File: src/rtl/ifetch_buffer_if.sv
// ifetch_buffer_if
// Bundle of the fetch stage's external handshakes: redirect input,
// instruction-memory req/ack read port and the valid/ready decode port.
// The fetch stage is the master of this bundle; the memory/decode side
// (or a testbench) uses the slave modport.
interface ifetch_buffer_if #(
   parameter int WIDTH = 32
);
   logic             redirect;
   logic [WIDTH-1:0] redirect_pc;
   logic             imem_req;
   logic [WIDTH-1:0] imem_addr;
   logic             imem_ack;
   logic [WIDTH-1:0] imem_rdata;
   logic             inst_valid;
   logic [WIDTH-1:0] inst;
   logic [WIDTH-1:0] inst_pc;
   logic             inst_ready;

   modport master (
      input  redirect, redirect_pc, imem_ack, imem_rdata, inst_ready,
      output imem_req, imem_addr, inst_valid, inst, inst_pc
   );

   modport slave (
      output redirect, redirect_pc, imem_ack, imem_rdata, inst_ready,
      input  imem_req, imem_addr, inst_valid, inst, inst_pc
   );
endinterface

File: src/rtl/ifetch_buffer.sv
// ifetch_buffer
// Instruction-fetch stage: owns the sequential fetch PC, issues one
// instruction-memory read at a time (req/ack), and queues returned words
// tagged with their PC in a DEPTH-entry FIFO feeding decode (valid/ready).
// A redirect reloads the fetch PC and flushes the FIFO; a read that is in
// flight at that moment is allowed to finish and its data is dropped.
//
// Optional feature macro: IFETCH_MISALIGN_CHECK_EN
//   defined   -> adds output fetch_misalign; a redirect to a non word-aligned
//                address sets it sticky until reset and stops further fetching.
//   undefined -> redirect_pc[1:0] is treated as 2'b00.
module ifetch_buffer #(
   parameter int               WIDTH    = 32,
   parameter int               DEPTH    = 2,
   parameter logic [WIDTH-1:0] RESET_PC = '0
) (
   input  logic                   clk,
   input  logic                   reset,
`ifdef IFETCH_MISALIGN_CHECK_EN
   output logic                   fetch_misalign,
`endif
   ifetch_buffer_if.master        bus
);

   localparam int PW = $clog2(DEPTH);
   localparam int CW = PW + 1;
   localparam logic [CW-1:0] DEPTH_C = CW'(DEPTH);

   typedef enum logic [1:0] {
      S_IDLE = 2'd0,   // no request outstanding
      S_BUSY = 2'd1,   // request outstanding, data will be kept
      S_DROP = 2'd2    // request outstanding, data will be discarded
   } state_t;

   state_t           r_state;
   state_t           w_state_next;
   logic [WIDTH-1:0] r_fetch_pc;
   logic [WIDTH-1:0] w_fetch_pc_next;
   logic [WIDTH-1:0] r_addr;
   logic [WIDTH-1:0] w_addr_next;
   logic [CW-1:0]    r_count;
   logic [PW-1:0]    r_wr_ptr;
   logic [PW-1:0]    r_rd_ptr;
   logic [WIDTH-1:0] r_mem_inst [DEPTH];
   logic [WIDTH-1:0] r_mem_pc   [DEPTH];

   logic             w_inst_valid;
   logic             w_pop;
   logic             w_push;
   logic             w_flush;
   logic             w_issue_ok;
   logic [WIDTH-1:0] w_redirect_pc;
   logic [WIDTH-1:0] w_fetch_pc_plus4;
   logic [CW-1:0]    w_count_after;

`ifdef IFETCH_MISALIGN_CHECK_EN
   logic             r_misalign;

   // A misaligned target is kept as-is; the sticky flag blocks any fetch from it.
   assign w_redirect_pc  = bus.redirect_pc;
   assign w_issue_ok     = ~r_misalign;
   assign fetch_misalign = r_misalign;

   // Sticky misalignment flag, cleared only by reset.
   always_ff @(posedge clk) begin
      if (reset) begin
         r_misalign <= 1'b0;
      end else if (bus.redirect && (bus.redirect_pc[1:0] != 2'b00)) begin
         r_misalign <= 1'b1;
      end
   end
`else
   logic             w_unused_lsbs;

   // Instructions are word aligned, so the two low target bits are ignored.
   assign w_redirect_pc = {bus.redirect_pc[WIDTH-1:2], 2'b00};
   assign w_issue_ok    = 1'b1;
   assign w_unused_lsbs = ^bus.redirect_pc[1:0];
`endif

   assign w_inst_valid     = (r_count != '0);
   assign w_pop            = w_inst_valid & bus.inst_ready;
   assign w_fetch_pc_plus4 = r_fetch_pc + WIDTH'(4);
   // Occupancy after this cycle's push (assumed) and pop; decides back-to-back issue.
   assign w_count_after    = r_count + CW'(1) - CW'(w_pop);

   assign bus.imem_req   = (r_state != S_IDLE);
   assign bus.imem_addr  = r_addr;
   assign bus.inst_valid = w_inst_valid;
   assign bus.inst       = r_mem_inst[r_rd_ptr];
   assign bus.inst_pc    = r_mem_pc[r_rd_ptr];

   // Request FSM: next state, next fetch PC / request address, push and flush.
   always_comb begin
      w_state_next    = r_state;
      w_fetch_pc_next = r_fetch_pc;
      w_addr_next     = r_addr;
      w_push          = 1'b0;
      w_flush         = 1'b0;
      case (r_state)
         S_IDLE: begin
            if (bus.redirect) begin
               w_fetch_pc_next = w_redirect_pc;
               w_flush         = 1'b1;
            end else if ((r_count < DEPTH_C) && w_issue_ok) begin
               w_state_next = S_BUSY;
               w_addr_next  = r_fetch_pc;
            end
         end
         S_BUSY: begin
            if (bus.redirect) begin
               w_fetch_pc_next = w_redirect_pc;
               w_flush         = 1'b1;
               // Without an ack the old request stays on the bus until it completes.
               w_state_next    = bus.imem_ack ? S_IDLE : S_DROP;
            end else if (bus.imem_ack) begin
               w_push          = 1'b1;
               w_fetch_pc_next = w_fetch_pc_plus4;
               if (w_count_after < DEPTH_C) begin
                  w_addr_next = w_fetch_pc_plus4;
               end else begin
                  w_state_next = S_IDLE;
               end
            end
         end
         S_DROP: begin
            if (bus.redirect) begin
               w_fetch_pc_next = w_redirect_pc;
               w_flush         = 1'b1;
            end
            if (bus.imem_ack) begin
               w_state_next = S_IDLE;
            end
         end
         default: begin
            w_state_next = S_IDLE;
         end
      endcase
   end

   // FSM state, fetch PC and outstanding request address.
   always_ff @(posedge clk) begin
      if (reset) begin
         r_state    <= S_IDLE;
         r_fetch_pc <= RESET_PC;
         r_addr     <= RESET_PC;
      end else begin
         r_state    <= w_state_next;
         r_fetch_pc <= w_fetch_pc_next;
         r_addr     <= w_addr_next;
      end
   end

   // FIFO pointers and occupancy; a flush wins over a coincident pop.
   always_ff @(posedge clk) begin
      if (reset || w_flush) begin
         r_count  <= '0;
         r_wr_ptr <= '0;
         r_rd_ptr <= '0;
      end else begin
         r_count <= r_count + CW'(w_push) - CW'(w_pop);
         if (w_push) begin
            r_wr_ptr <= r_wr_ptr + PW'(1);
         end
         if (w_pop) begin
            r_rd_ptr <= r_rd_ptr + PW'(1);
         end
      end
   end

   // FIFO storage: cleared on reset, written at the tail on push.
   always_ff @(posedge clk) begin
      if (reset) begin
         for (int i = 0; i < DEPTH; i++) begin
            r_mem_inst[i] <= '0;
            r_mem_pc[i]   <= '0;
         end
      end else if (w_push) begin
         r_mem_inst[r_wr_ptr] <= bus.imem_rdata;
         r_mem_pc[r_wr_ptr]   <= r_fetch_pc;
      end
   end

endmodule

File: src/flat_wrapper.sv
// flat-port wrapper written by rule: the top's interface ports become plain ports
module ifetch_buffer_flat 
#(
   parameter int               WIDTH    = 32,
   parameter int               DEPTH    = 2,
   parameter logic [WIDTH-1:0] RESET_PC = '0
)
  (clk, reset, bus_redirect, bus_redirect_pc, bus_imem_ack, bus_imem_rdata, bus_inst_ready, bus_imem_req, bus_imem_addr, bus_inst_valid, bus_inst, bus_inst_pc);
  ifetch_buffer_if #(.WIDTH(WIDTH)) bus_i ();
  input  logic clk;
  input  logic reset;
  input wire logic [$bits(bus_i.redirect)-1:0] bus_redirect;
  input wire logic [$bits(bus_i.redirect_pc)-1:0] bus_redirect_pc;
  input wire logic [$bits(bus_i.imem_ack)-1:0] bus_imem_ack;
  input wire logic [$bits(bus_i.imem_rdata)-1:0] bus_imem_rdata;
  input wire logic [$bits(bus_i.inst_ready)-1:0] bus_inst_ready;
  output wire logic [$bits(bus_i.imem_req)-1:0] bus_imem_req;
  output wire logic [$bits(bus_i.imem_addr)-1:0] bus_imem_addr;
  output wire logic [$bits(bus_i.inst_valid)-1:0] bus_inst_valid;
  output wire logic [$bits(bus_i.inst)-1:0] bus_inst;
  output wire logic [$bits(bus_i.inst_pc)-1:0] bus_inst_pc;
  assign bus_i.redirect = bus_redirect;
  assign bus_i.redirect_pc = bus_redirect_pc;
  assign bus_i.imem_ack = bus_imem_ack;
  assign bus_i.imem_rdata = bus_imem_rdata;
  assign bus_i.inst_ready = bus_inst_ready;
  assign bus_imem_req = bus_i.imem_req;
  assign bus_imem_addr = bus_i.imem_addr;
  assign bus_inst_valid = bus_i.inst_valid;
  assign bus_inst = bus_i.inst;
  assign bus_inst_pc = bus_i.inst_pc;
  ifetch_buffer #(.WIDTH(WIDTH), .DEPTH(DEPTH), .RESET_PC(RESET_PC)) u_core (.clk(clk), .reset(reset), .bus(bus_i));
endmodule
File: config.mk
export PLATFORM = sky130hd
export DESIGN_NAME = ifetch_buffer_flat
export DESIGN_NICKNAME = d
export VERILOG_FILES = /design/src/rtl/ifetch_buffer_if.sv /design/src/rtl/ifetch_buffer.sv /design/src/flat_wrapper.sv
export SDC_FILE = /design/constraint.sdc
export NUM_CORES = 1
export LEC_CHECK = 0
export BUFFER_PORTS_ARGS = -buffer_cell sky130_fd_sc_hd__buf_2
export CORE_ASPECT_RATIO = 0.8
export CORE_MARGIN = 1
export CORE_UTILIZATION = 55
export CTS_CLUSTER_SIZE = 20
export DETAILED_ROUTE_END_ITERATION = 12
export GPL_ROUTABILITY_DRIVEN = 1
export HOLD_SLACK_MARGIN = 0.1
export PLACE_DENSITY = 0.79
export SETUP_SLACK_MARGIN = 0.3
export SYNTH_ARGS = -nofsm -noshare
export SYNTH_HDL_FRONTEND = slang
export SYNTH_SLANG_ARGS = --single-unit
File: constraint.sdc
create_clock -name clk -period 8.4 [get_ports clk]
set_input_delay 1.26 -clock clk [delete_from_list [all_inputs] [get_ports clk]]
set_output_delay 1.26 -clock clk [all_outputs]
set_load 0.005 [all_outputs]
Yosys cells after proc, flatten, opt, wreduce, memory -nomap -nowiden
Memory sizes are Yosys's and may differ from the RTL's. A register that Yosys moved wholly into a read port is not among the register bits.
Index checks and enable logic that the tools add are counted.

word-level totals
  output and inout port bits = 98
  bits in writable memories = 128
  flip-flop bits (word level) = 70
  word-level logic and storage cells = 80
  memories = 2

memories
  memory             words  width  read ports  clocked after memory_dff  write ports  RTL line             text
  u_core.r_mem_inst  2      32     1           1                         2            ifetch_buffer.sv:44  logic [WIDTH-1:0] r_mem_inst [DEPTH];
  u_core.r_mem_pc    2      32     1           1                         2            ifetch_buffer.sv:45  logic [WIDTH-1:0] r_mem_pc [DEPTH];

cells by class
  bitwise logic cells = 1
  eq/ne operators = 11
  reductions and logical operators = 13
  magnitude comparators = 2
  multiplexer cells = 38
  add/subtract/negate cells = 7

operator list
  cell                   count
  $mux 32                10
  $pmux 32 s2            2
  $reduce_or 32->1       2
  $add 32x3->32 const B  1
  $mux 1                 18
  $mux 2                 7
  $ne 2x2->1 const B     4
  $reduce_bool 2->1      4
  $ne 2x1->1 const B     3
  $ne 3x3->1 const B     2
  $pmux 2 s3             1
  $reduce_and 6->1       1
  $reduce_and 5->1       1
  $lt 2x2->1 const B     2
  $sub 2x1->2            2
  $reduce_and 3->1       1
  $reduce_or 3->1        1
  $add 1x1->1 const B    2
  $add 2x1->2            1
  $add 2x1->2 const B    1
  $eq 2x1->1 const B     1
  $eq 2x2->1 const B     1
  $logic_not 2->1        1
  $reduce_or 2->1        1
  other kinds (2)        2

Logic depth before layout (Yosys ltp)
Gate-level depths: netlist (run 1).

  depth in word-level cells = 8
  gate-level depth with buffers = 11
  mapped depth without buffers = 9

Least setup slack after synthesis (run 1)
No wires, ideal clock.

  path kind = input-to-reg
  start = input port bus_redirect
  end = memory u_core.r_mem_inst[0][0] (enable)
  slack = 1.786 ns
  stages = 3
  arrival time = 6.046 ns
  path buffers = 1
  library setup time = 0.568 ns
  data required time = 7.832 ns
  cell sequence = nand3b_1 -> clkbuf_1 -> o21ai_0

RTL lines
  element      RTL line             text
  from (decl)  flat_wrapper.sv:12   input wire logic [$bits(bus_i.redirect)-1:0] bus_redirect;
  to (decl)    ifetch_buffer.sv:44

==> impl_results.md, run 1 <==
* Register area share after synthesis at a little over half
* Most frequent cells in the layout: buf_2 (160), edfxtp_1 (124), and2_1 (123)
* Syn avg cell area at ~11 um^2
* TritonCTS clock tree: built
* Setup slack after layout at about 5 ns
* Share of power burned in combinational logic at 8.0%
* FF+latch count, synth at between 150 and 200
* Top_reg_cell synth: edfxtp_1
* CTS HTree Levels at 4
* Reg-to-Reg Start: u_core.r_fetch_pc[2]$_SDFFE_PP0P_
* Met3 Resource Use GR at 5.78%
* Fin nets at just over 1000
* Number of DRC markers in iteration 0 at ~610
* Area contributors post-synth: edfxtp_1 (40%), dfxtp_1 (15%), and2_1 (8.4%), mux2_2 (7.6%), clkbuf_1 (2.5%)
* Initial antenna violation count at 1
* CTS Sinks at 191
* I/O Buffers at 160
* Hold depth at 2
* Netlist Area Pre-Place at 9210 um^2
* Clock tree buffer depth at 2
* Tmin final at between 3 and 4 ns
* Post-CTS Hold Buffers at 0
* Yosys warning count at 0
* RSZ-0062 raised after global routing: false
* Hold Crit Endpoint: u_core.bus.imem_addr[21]$_SDFFE_PP0P_
* Largest net degree at the start of global routing at between 70 and 80
* Part of the power in registers at between 50 and 60%
* Grt ovf at 0
* Switching pwr at between 0.0005 and 0.0006 W
* Status: completed
* Worst-Skew Late Latency at 0.43 ns
* Top cell type by total area after synthesis: edfxtp_1
* Pwr Density at between 150 and 200 nW/um^2
* Row count at 41
* Max-cap violation count at 0
* First-pass GRT wire length at ~34 mm
* Die Span X at between 100 and 150 um
* DR vias/cell at roughly 5.8
* Worst Tran Pin Value at approximately 1.1 ns
* Vias in the first global route at approximately 6400
* Largest family of logic cells by synthesized area: simple AND/OR/NAND/NOR gates
* Vias post-DR at 6874
* Clock group share of total power at between 40% and 50%
* Post-cts gate resize count at 0
* # Post-CTS Setup Buffers at 0
* Clock slew at reported path FFs at 0.08 ns
* Pre-CTS setup slack at ~4.6 ns
* Internal reg-to-reg setup slack at 5.55 ns
* CP max FO at 70
* Tcrit/Tclk final at about two fifths
* Root Buffer Master: clkbuf_16
* Number of CTS-inserted buffers at 17
* RR Endpoint: u_core.bus.imem_addr[26]$_SDFFE_PP0P_
* Post-route ant nets at 0
* CORE AREA at around 16000 um^2
* Fill cells at 1213
* Post-route DRC at 0
* Critical path capture point type: register
* Leak at 4.26 nW
* M2 GR Usage at between 30% and 40%
* R2R depth at 6
* Worst Path Arrival at ~3.5 ns
* Die area at between 15000 and 20000 um^2
* Yosys top cell area share at roughly two fifths
* Crit Path Category: in2reg
* Dpl hpwl at around 14 mm
* Die Y at 118 um
* Ratio of cells with drive above 1 in the final layout at between 20 and 30%
* Worst slew margin at roughly 25%
* Synthesis-to-layout area growth at 16.0%
* Async SR Flop Fraction at 0%
* Startpoint Class: input port
* Multiplexer share of the synthesized area at 8.01%
* Initial Util at a little under three fifths
* Routed length per placed instance at between 15 and 20 um
* Max IR drop VDD at 161 uV
* Total GRT Usage at between 20% and 30%
* M1 GR Usage at 36.7%
* Gate Count Post-Synth at 837
* Most common cell after layout, fill and taps aside: buf_2
* Top achievable clock speed at ~300 MHz
* Post-synthesis compound-gate area fraction at about 8.9%
* Library cells used by synthesis at 57
* Sw frac at about a quarter
* Worst Hold Class: reg2reg
* Total wire length at ~21 mm
* Busiest grt layer: met2
* Final Max Slew Viols at 0
* Routability congestion estimate at roughly 0.93
* Required @ worst endpoint at around 8.6 ns
* Final hold violations at 0
* Simple-gate area share of the yosys netlist at 20.5%
* Post-synth EDFFs at 124
* Hold_sp: u_core.bus.imem_addr[21]$_SDFFE_PP0P_
* Tightest hold margin at around 0.5 ns
* Setup Skew at 0.0115 ns
* Final setup vio count at 0
* Adder-cell share of the synthesized area at less than 1%
* # IOs at 167
* XOR/XNOR share of the synthesized area at between 3 and 4%
* TNS Setup at 0 ns
* DRT Pass-1 Iters at 5
* Cell internal pwr at about 0.0016 W
[power by group through the flow]
stage          Sequential [W]  Combinational [W]  Clock, W
2_1_floorplan         0.00108           0.000112         0
5_1_grt               0.00109           0.000182  0.000876
3_3_place_gp          0.00110           0.000162         0
3_5_place_dp          0.00110           0.000165         0
6_report              0.00108           0.000166  0.000832
4_1_cts               0.00108           0.000166  0.000837
[sequential cells by signal, indices dropped and copies added (netlist names), named ones only]
name                  flops
u_core.r_fetch_pc        30
u_core.r_mem_inst        64
u_core.r_state            2
u_core.r_rd_ptr           1
u_core.r_mem_pc          60
u_core.r_count            2
u_core.r_wr_ptr           1
u_core.bus.imem_addr     30
[worst max-delay path by stage]
stage	from	end	cells past startpoint
finish	reset	u_core.r_mem_pc[1][3]$_SDFFCE_PN0P_	5
global route	reset	u_core.r_mem_pc[1][3]$_SDFFCE_PN0P_	5
CTS	reset	u_core.r_mem_pc[1][3]$_SDFFCE_PN0P_	5
detailed placement	reset	u_core.r_mem_inst[1][8]$_SDFFCE_PN0P_	5
global placement	reset	u_core.r_mem_inst[1][19]$_SDFFCE_PN0P_	5
floorplan	bus_redirect	u_core.r_mem_inst[0][0]$_SDFFCE_PN0P_	3
[logic make-up after synthesis]
group                    Yosys count
multiplexers                      66
buffers and inverters             91
other                              1
adder cells (fa/ha/maj)            4
AO/OA/AOI/OAI                    116
flip-flops                       191
AND/OR/NAND/NOR                  336
XOR/XNOR                          32
[through the flow]
step / area (um^2) / std cells / utilization (%) / total power (W)
2_1_floorplan: 9230 / 840 / - / 0.00119
3_3_place_gp: 10100 / 1143 / 62.6 / 0.00126
3_5_place_dp: 10100 / 1143 / 62.6 / 0.00127
4_1_cts: 10700 / 1175 / 66.5 / 0.00208
5_1_grt: 10700 / 1176 / 66.5 / 0.00215
6_report: 10700 / 1176 / 66.5 / 0.00208
[synth_stat cells, drive strengths merged (3+ instances only)]
library cell and n:
xor2 17, dfxtp 67, nor2 60, nand4 20, mux2 62, edfxtp 124
o21ai 21, mux2i 4, xnor2 15, ha 4, buf 18, and2 125
o22ai 4, a311oi 3, nand3 29, a21oi 15, nand2 35, and4 3
nor4 15, nand2b 3, a31oi 7, a32oi 10, inv 10, nor3 16
a32o 7, or3 7, clkbuf 63, and3 12, nor2b 3, a211oi 30
[cell type report]
| type | count | area (um^2) | area share [%] |
|---|---|---|---|
| repair buffers | 169 | 868 | 8.13 |
| well taps | 215 | 269 | 2.52 |
| multi-input cells | 558 | 3810 | 35.7 |
| inverters | 10 | 37.5 | 0.351 |
| clock buffers | 22 | 522 | 4.88 |
| clock inverters | 10 | 105 | 0.984 |
| flip-flops and latches | 191 | 5070 | 47.4 |
| diodes | 1 | 2.50 | 0.0234 |
[critical path, cell delays in order]
cell	delay (ns)
buf_2	0.07
buf_4	0.59
inv_1	0.54
and3_2	0.67
and2_1	0.33
[metal layers]
metal,wire (um),share of wire [%],vias up
met5,0,0,-
met4,306,1.4,0
met3,2050,9.5,26
met2,9590,45,309
met1,9510,44,3292
li1,-,-,3247
Power figures use the tool's default switching activity.
==> run 2: changes to the inputs <==
--- a/config.mk
+++ b/config.mk
@@ -8,12 +8,12 @@
 export BUFFER_PORTS_ARGS = -buffer_cell sky130_fd_sc_hd__buf_2
 export CORE_ASPECT_RATIO = 0.8
 export CORE_MARGIN = 1
-export CORE_UTILIZATION = 55
+export CORE_UTILIZATION = 51
 export CTS_CLUSTER_SIZE = 20
 export DETAILED_ROUTE_END_ITERATION = 12
 export GPL_ROUTABILITY_DRIVEN = 1
 export HOLD_SLACK_MARGIN = 0.1
-export PLACE_DENSITY = 0.79
+export PLACE_DENSITY = 0.77
 export SETUP_SLACK_MARGIN = 0.3
 export SYNTH_ARGS = -nofsm -noshare
 export SYNTH_HDL_FRONTEND = slang
==> constraint.sdc (replaced) <==
create_clock -name clk -period 2.93 [get_ports clk]
set_input_delay 0.4395 -clock clk [delete_from_list [all_inputs] [get_ports clk]]
set_output_delay 0.4395 -clock clk [all_outputs]
set_load 0.005 [all_outputs]
==> run 2 against run 1 <==
The run now ends with DRC left. Global-route usage fell by 1.0 points. Core utilization fell by 4.5 points. Non-clock buffer count rose by 19. Largest power group unchanged. Highest routed layer unchanged.
==> impl_results.md, run 2 (synthesis gave the netlist of run 1 again) <==
* Vias in the first global route at 6453 (was 6379)
* Setup slack after layout at 0.546 ns (was 5.03 ns)
* Max IR drop VDD at 435 uV (was 161 uV)
* Max reg flops at 64 (unchanged)
* DRT Pass-1 Iters at 10 (was 5)
* # Post-CTS Setup Buffers at 0 (unchanged)
* # placed instances at 1172 (was 1143)
* Number of DRC markers in iteration 0 at 679 (was 607)
* Post-route DRC at 12 (was 0)
* RSZ-0062 raised after global routing: false (unchanged)
* Most common cell after layout, fill and taps aside: buf_2 (unchanged)
* Non-Filler Instances at 1206 (was 1176)
* Row count at 43 (was 41)
* Max-cap violation count at 0 (unchanged)
* Post-cts gate resize count at 0 (unchanged)
* Fill cells at 1418 (was 1213)
* Grt ovf at 0 (unchanged)
* # IOs at 167 (unchanged)
* Routed length per placed instance at 18.6 um (was 18.2 um)
* Critical path capture point type: register (unchanged)
* Clock slew at reported path FFs at 0.07 ns (was 0.08 ns)
* Largest registers: u_core.r_mem_inst x64, u_core.r_mem_pc x60 (unchanged)
* Worst-Skew Late Latency at 0.43 ns (about the same)
* TritonCTS clock tree: built (unchanged)
* Dpl hpwl at 14.8 mm (was 13.9 mm)
* Top achievable clock speed at 419 MHz
* Synthesis-to-layout area growth at 17.8% (was 16.0%)
* Total wire length at 22.4 mm (was 21.4 mm)
* Failing checks: DRC
* Final hold violations at 0 (unchanged)
* Total GRT Usage at 24.6% (was 25.6%)
* Final Max Slew Viols at 0 (unchanged)
* Core Util, Final at 62.1% (was 66.5%)
* Status: complete, but fails checks (was completed)
* Setup Skew at 0.0116 ns (was 0.0115 ns)
* Largest net degree at the start of global routing at 63 (was 71)
* Post-CTS Hold Buffers at 0 (unchanged)
* CP max FO at 9 (was 70)
* Fin nets at 1039 (was 1020)
* Final setup vio count at 0 (unchanged)
* Worst Hold Class: in2reg (was reg2reg)
* Pwr Density at 534 nW/um^2 (was 195 nW/um^2)
* Root Buffer Master: clkbuf_16 (unchanged)
* Die Span X at 152 um (was 147 um)
* Number of CTS-inserted buffers at 17 (unchanged)
* Clock tree buffer depth at 2 (unchanged)
* CTS Sinks at 191 (unchanged)
* Initial Util at 52.7% (was 57.4%)
* Pre-CTS setup slack at 0.567 ns (was 4.62 ns)
* Crit Path Category: reg2reg (was in2reg)
* Startpoint Class: register (was input port)
* TNS Setup at 0 ns (unchanged)
* Ratio of cells with drive above 1 in the final layout at 30.2% (was 29.2%)
* Vias post-DR at 6979 (was 6874)
* Tmin final at around 2.4 ns
* Post-route ant nets at 0 (unchanged)
* Leak at 4.35 nW (was 4.26 nW)
* Worst slew margin at 33.0% (was 25.0%)
* I/O Buffers at 160 (unchanged)
* Most frequent cells in the layout: buf_2 (160), edfxtp_1 (124), and2_1 (123) (unchanged)
* Multi-input gate area at 3820 um^2 (was 3810 um^2)
* First-pass GRT wire length at 34.9 mm (was 34.1 mm)
* CTS HTree Levels at 4 (unchanged)
* Initial antenna violation count at 2 (was 1)
* Dpl cell area at 10300 um^2 (was 10100 um^2)
* Largest reg by FF count: u_core.r_mem_inst (unchanged)
* DR vias/cell at 5.79 (was 5.85)
* Storage cell area at 5070 um^2 (unchanged)
* Die Y at 122 um (was 118 um)
* Die area at 18600 um^2 (was 17300 um^2)
* Tcrit/Tclk final at between 80% and 90%
* Routability congestion estimate at 0.916 (was 0.932)
* Worst Tran Pin Value at 1.01 ns (was 1.13 ns)
* Worst Path Arrival at 2.73 ns (was 3.54 ns)
* Required @ worst endpoint at 3.27 ns (was 8.58 ns)
* CORE AREA at 17500 um^2 (was 16100 um^2)
* Finished Cell Area at 10900 um^2 (was 10700 um^2)
==> run 2: cell types whose count changed in the layout (fill, tap and decap cells not counted), sizes merged <==
cell / before / now
buf: 169 / 188
inv: 16 / 12
clkbuf: 22 / 19
clkinv: 4 / 7
clkinvlp: 0 / 3
bufinv: 0 / 1
diode: 1 / 2
==> run 2: through the flow <==
step	hold slack [ns]	total power, W
detailed placement	0.489	0.00366
CTS	0.262	0.00581
global route	0.269	0.00599
floorplan	0.492	0.00342
finish	0.268	0.00579
global placement	0.485	0.00365
==> run 2: layer usage <==
| layer | wire length, um | part of all wire, % | up-vias | track usage [%] |
|---|---|---|---|---|
| li1 | - | - | 3283 | - |
| met1 | 10000 | 45 | 3354 | 35.0 |
| met2 | 10000 | 45 | 314 | 37.6 |
| met3 | 2090 | 9.3 | 28 | 6.25 |
| met4 | 278 | 1.2 | 0 | 6.44 |
| met5 | 0 | 0 | - | 0 |
==> run 2: area by class of cell <==
class	instances	area share, %
diodes	2	0.0461
clock inverters	13	1.07
inverters	10	0.346
well taps	225	2.59
multi-input cells	558	35.2
flip-flops and latches	191	46.7
repair buffers	188	10.1
clock buffers	19	3.99
==> run 2: power by group <==
group	total (W)	switching [W]	internal (W)	leakage, nW
Sequential	0.00309	0.000105	0.00299	1.85
Clock	0.00218	0.00101	0.00117	0.260
Combinational	0.000519	0.000290	0.000230	2.25
==> run 2: critical path, cell delays in order (launching register included) <==
cell	delay, ns
dfxtp_1	0.50
ha_1	0.28
nand3_1	0.36
nor2_2	0.35
nand4_1	0.20
or3_1	0.34
a311oi_1	0.25
==> run 2: final timing paths <==
path                                    startpoint                                     to  slack (ns)  cells past startpoint
max              u_core.r_fetch_pc[2]$_SDFFE_PP0P_  u_core.bus.imem_addr[30]$_SDFFE_PP0P_        0.55                      6
min                                   bus_imem_ack         u_core.r_state[1]$_SDFFE_PP0P_        0.27                      2
max reg2reg      u_core.r_fetch_pc[2]$_SDFFE_PP0P_  u_core.bus.imem_addr[30]$_SDFFE_PP0P_        0.55                      6
min reg2reg  u_core.bus.imem_addr[12]$_SDFFE_PP0P_  u_core.bus.imem_addr[12]$_SDFFE_PP0P_        0.50                      2
==> run 3: changes to the inputs <==
==> constraint.sdc (replaced) <==
create_clock -name clk -period 2 [get_ports clk]
set_input_delay 0.3 -clock clk [delete_from_list [all_inputs] [get_ports clk]]
set_output_delay 0.3 -clock clk [all_outputs]
set_load 0.005 [all_outputs]
==> run 3 against run 2 <==
The flow still finishes with violations (DRC). Critical path depth shrank 2. Total power grew 60%. Clock power grew 54%. Via count grew 21%. Sequential share of layout area shrank 10 points. Core utilization grew 18 points. Die area is the same. Hold slack lost 0.13 ns. Combinational power grew to 2.8 times the previous value. Register-to-register slack lost 0.41 ns. Routed wire length grew 46%. Design area grew 29%. Largest power group unchanged. Highest routed layer unchanged.
==> impl_results.md, run 3 (synthesis gave the netlist of run 1 again) <==
* Multi-input gate area at 4600 um^2 (was 3820 um^2)
* CP top delay family: buffers and inverters (was simple AND/OR/NAND/NOR gates)
* Max-cap violation count at 0 (unchanged)
* Final Max Slew Viols at 0 (unchanged)
* Post-route DRC at 14 (was 12)
* Largest reg by FF count: u_core.r_mem_inst (unchanged)
* Root Buffer Master: clkbuf_16 (unchanged)
* Worst Hold Class: in2reg (unchanged)
* Number of DRC markers in iteration 0 at 1156 (was 679)
* Die Span X at 152 um (unchanged)
* # IOs at 167 (unchanged)
* Post-route ant nets at 0 (unchanged)
* Initial Util at 52.7% (unchanged)
* Hold Crit Endpoint: u_core.r_mem_inst[0][15]$_SDFFCE_PN0P_ (was u_core.r_state[1]$_SDFFE_PP0P_)
* Required @ worst endpoint at 1.70 ns (was 3.27 ns)
* Pwr Density at 662 nW/um^2 (was 534 nW/um^2)
* CP max FO at 6 (was 9)
* Grt ovf at 0 (unchanged)
* Tmin final at between 1.5 and 2 ns
* Stages on the worst setup path at 4 (was 6)
* Tcrit/Tclk final at ~95%
* Worst Path Arrival at 1.59 ns (was 2.73 ns)
* Crit Path Category: reg2out (was reg2reg)
* Storage cell area at 5110 um^2 (was 5070 um^2)
* Most common cell after layout, fill and taps aside: edfxtp_1 (was buf_2)
* RR Endpoint: u_core.r_fetch_pc[22]$_SDFFE_PP0P_ (was u_core.bus.imem_addr[30]$_SDFFE_PP0P_)
* Initial antenna violation count at 2 (unchanged)
* Status: complete, but fails checks (unchanged)
* Dpl hpwl at 15.8 mm (was 14.8 mm)
* Setup Skew at 0.0118 ns (was 0.0116 ns)
* Routed length per placed instance at 23.9 um (was 18.6 um)
* Fin nets at 1200 (was 1039)
* Hold depth at 2 (unchanged)
* Largest stage delay, worst path at 0.38 ns (was 0.50 ns)
* First-pass GRT wire length at 40.8 mm (was 34.9 mm)
* DRT Pass-1 Iters at 10 (unchanged)
* CORE AREA at 17500 um^2 (unchanged)
* R2R depth at 7 (was 6)
* Critical-path cell list: buf_12 > clkbuf_16 > mux2_4 > buf_6 (was ha_1 > nand3_1 > nor2_2 > nand4_1 > or3_1 > a311oi_1)
* Die Y at 122 um (unchanged)
* DR vias/cell at 6.18 (was 5.79)
* Fill cells at 905 (was 1418)
* Leak at 5.83 nW (was 4.35 nW)
* Internal reg-to-reg setup slack at 0.14 ns (was 0.55 ns)
* Clock slew at reported path FFs at 0.08 ns (was 0.07 ns)
* Reg-to-Reg Start: u_core.r_fetch_pc[3]$_SDFFE_PP0P_ (was u_core.r_fetch_pc[2]$_SDFFE_PP0P_)
* Number of CTS-inserted buffers at 17 (unchanged)
* I/O Buffers at 160 (unchanged)
* Max reg flops at 64 (unchanged)
* Vias in the first global route at 7396 (was 6453)
* Worst-Skew Late Latency at 0.45 ns (was 0.43 ns)
* Total wire length at 32.7 mm (was 22.4 mm)
* CTS HTree Levels at 4 (unchanged)
* Final Power at 0.00929 W (was 0.00579 W)
* Most frequent cells in the layout: edfxtp_1 (124), buf_2 (118), buf_4 (99) (was buf_2 (160), edfxtp_1 (124), and2_1 (123))
* Die area at 18600 um^2 (unchanged)
* Critical path capture point type: output pin (was register)
* Row count at 43 (unchanged)
* Total GRT Usage at 29.0% (was 24.6%)
* Vias post-DR at 8452 (was 6979)
* CTS Sinks at 191 (unchanged)
* Routability congestion estimate at 0.956 (was 0.916)
* RSZ-0062 raised after global routing: true (was false)
* TritonCTS clock tree: built (unchanged)
* Failing checks: DRC (unchanged)
* Top achievable clock speed at 528 MHz
* Tightest hold margin at 0.137 ns (was 0.268 ns)
* Slowest CP cell: dfxtp_4 (was dfxtp_1)
* Clock tree buffer depth at 2 (unchanged)
* Hold_sp: bus_imem_rdata[15] (was bus_imem_ack)
* Max IR drop VDD at 595 uV (was 435 uV)
* Final setup vio count at 0 (unchanged)
* Dpl cell area at 10800 um^2 (was 10300 um^2)
* Ratio of cells with drive above 1 in the final layout at 51.3% (was 30.2%)
* Largest registers: u_core.r_mem_inst x64, u_core.r_mem_pc x60 (unchanged)
* Startpoint Class: register (unchanged)
* Finished Cell Area at 14000 um^2 (was 10900 um^2)
* Largest net degree at the start of global routing at 70 (was 63)
* Crit path buf inv count at 3 (was 0)
* Synthesis-to-layout area growth at 52.4% (was 17.8%)
* Final hold violations at 0 (unchanged)
* Core Util, Final at 80.3% (was 62.1%)
## run 3: changes by cell type in the layout (fill, tap and decap cells not counted), moves of 27 or more
| cell | before | now |
|---|---|---|
| buf_4 | 21 | 99 |
| buf_6 | 0 | 75 |
| buf_2 | 160 | 118 |
| mux2_2 | 62 | 20 |
| mux2_4 | 0 | 42 |
| a211oi_1 | 30 | 3 |
| a211oi_2 | 0 | 27 |
| and2_1 | 123 | 96 |
## run 3: final cells by class
type                    instances  share of cell area (%)
diodes                          2                  0.0356
clock buffers                  18                    3.06
clock inverters                14                    1.03
inverters                      10                   0.321
multi-input cells             559                    32.8
flip-flops and latches        191                    36.4
well taps                     225                    2.00
repair buffers                348                    24.4
## run 3: how the worst max path moves through the flow
| stage | startpoint | end |
|---|---|---|
| 6_report | register | bus_inst_pc[11] |
| 3_3_place_gp | u_core.r_fetch_pc[3]$_SDFFE_PP0P_ | u_core.r_fetch_pc[18]$_SDFFE_PP0P_ |
| 5_1_grt | u_core.r_fetch_pc[3]$_SDFFE_PP0P_ | u_core.r_fetch_pc[22]$_SDFFE_PP0P_ |
| 2_1_floorplan | u_core.r_state[0]$_SDFFE_PP0P_ | u_core.r_mem_inst[0][0]$_SDFFCE_PN0P_ |
| 3_5_place_dp | u_core.r_fetch_pc[12]$_SDFFE_PP0P_ | u_core.bus.imem_addr[19]$_SDFFE_PP0P_ |
| 4_1_cts | register | bus_inst[4] |
## run 3: where the power goes
group          total (W)  leakage, nW  internal, W  switching, W
combinational    0.00145         3.70     0.000731      0.000716
sequential       0.00449         1.86      0.00437      0.000115
clock            0.00336        0.275      0.00166       0.00170
## run 3: per-layer routing
metal | up-vias | wire length [um] | GRT usage (%)
met2 | 605 | 15100 | 45.9
met4 | 0 | 1400 | 9.76
met5 | - | 0 | 0
met1 | 4113 | 12400 | 40.0
li1 | 3604 | - | -
met3 | 130 | 3720 | 5.97
## run 3: what timing repair did
action	4_1_cts	5_1_grt
hold buffers	0	0
gates cloned	8	33
resized for setup	77	203
setup endpoints to repair	281	331
pin swaps	42	54
buffers inserted	41	38
## run 3: metrics by stage
| stage | setup TNS (ns) | cells | setup slack [ns] |
|---|---|---|---|
| 4_1_cts | 0 | 1294 | 0.0979 |
| 3_5_place_dp | 0 | 1213 | 0.134 |
| 3_3_place_gp | 0 | 1213 | 0.159 |
| 6_report | 0 | 1367 | 0.105 |
| 2_1_floorplan | -17.42 | 840 | -0.281 |
| 5_1_grt | 0 | 1367 | 0.0711 |
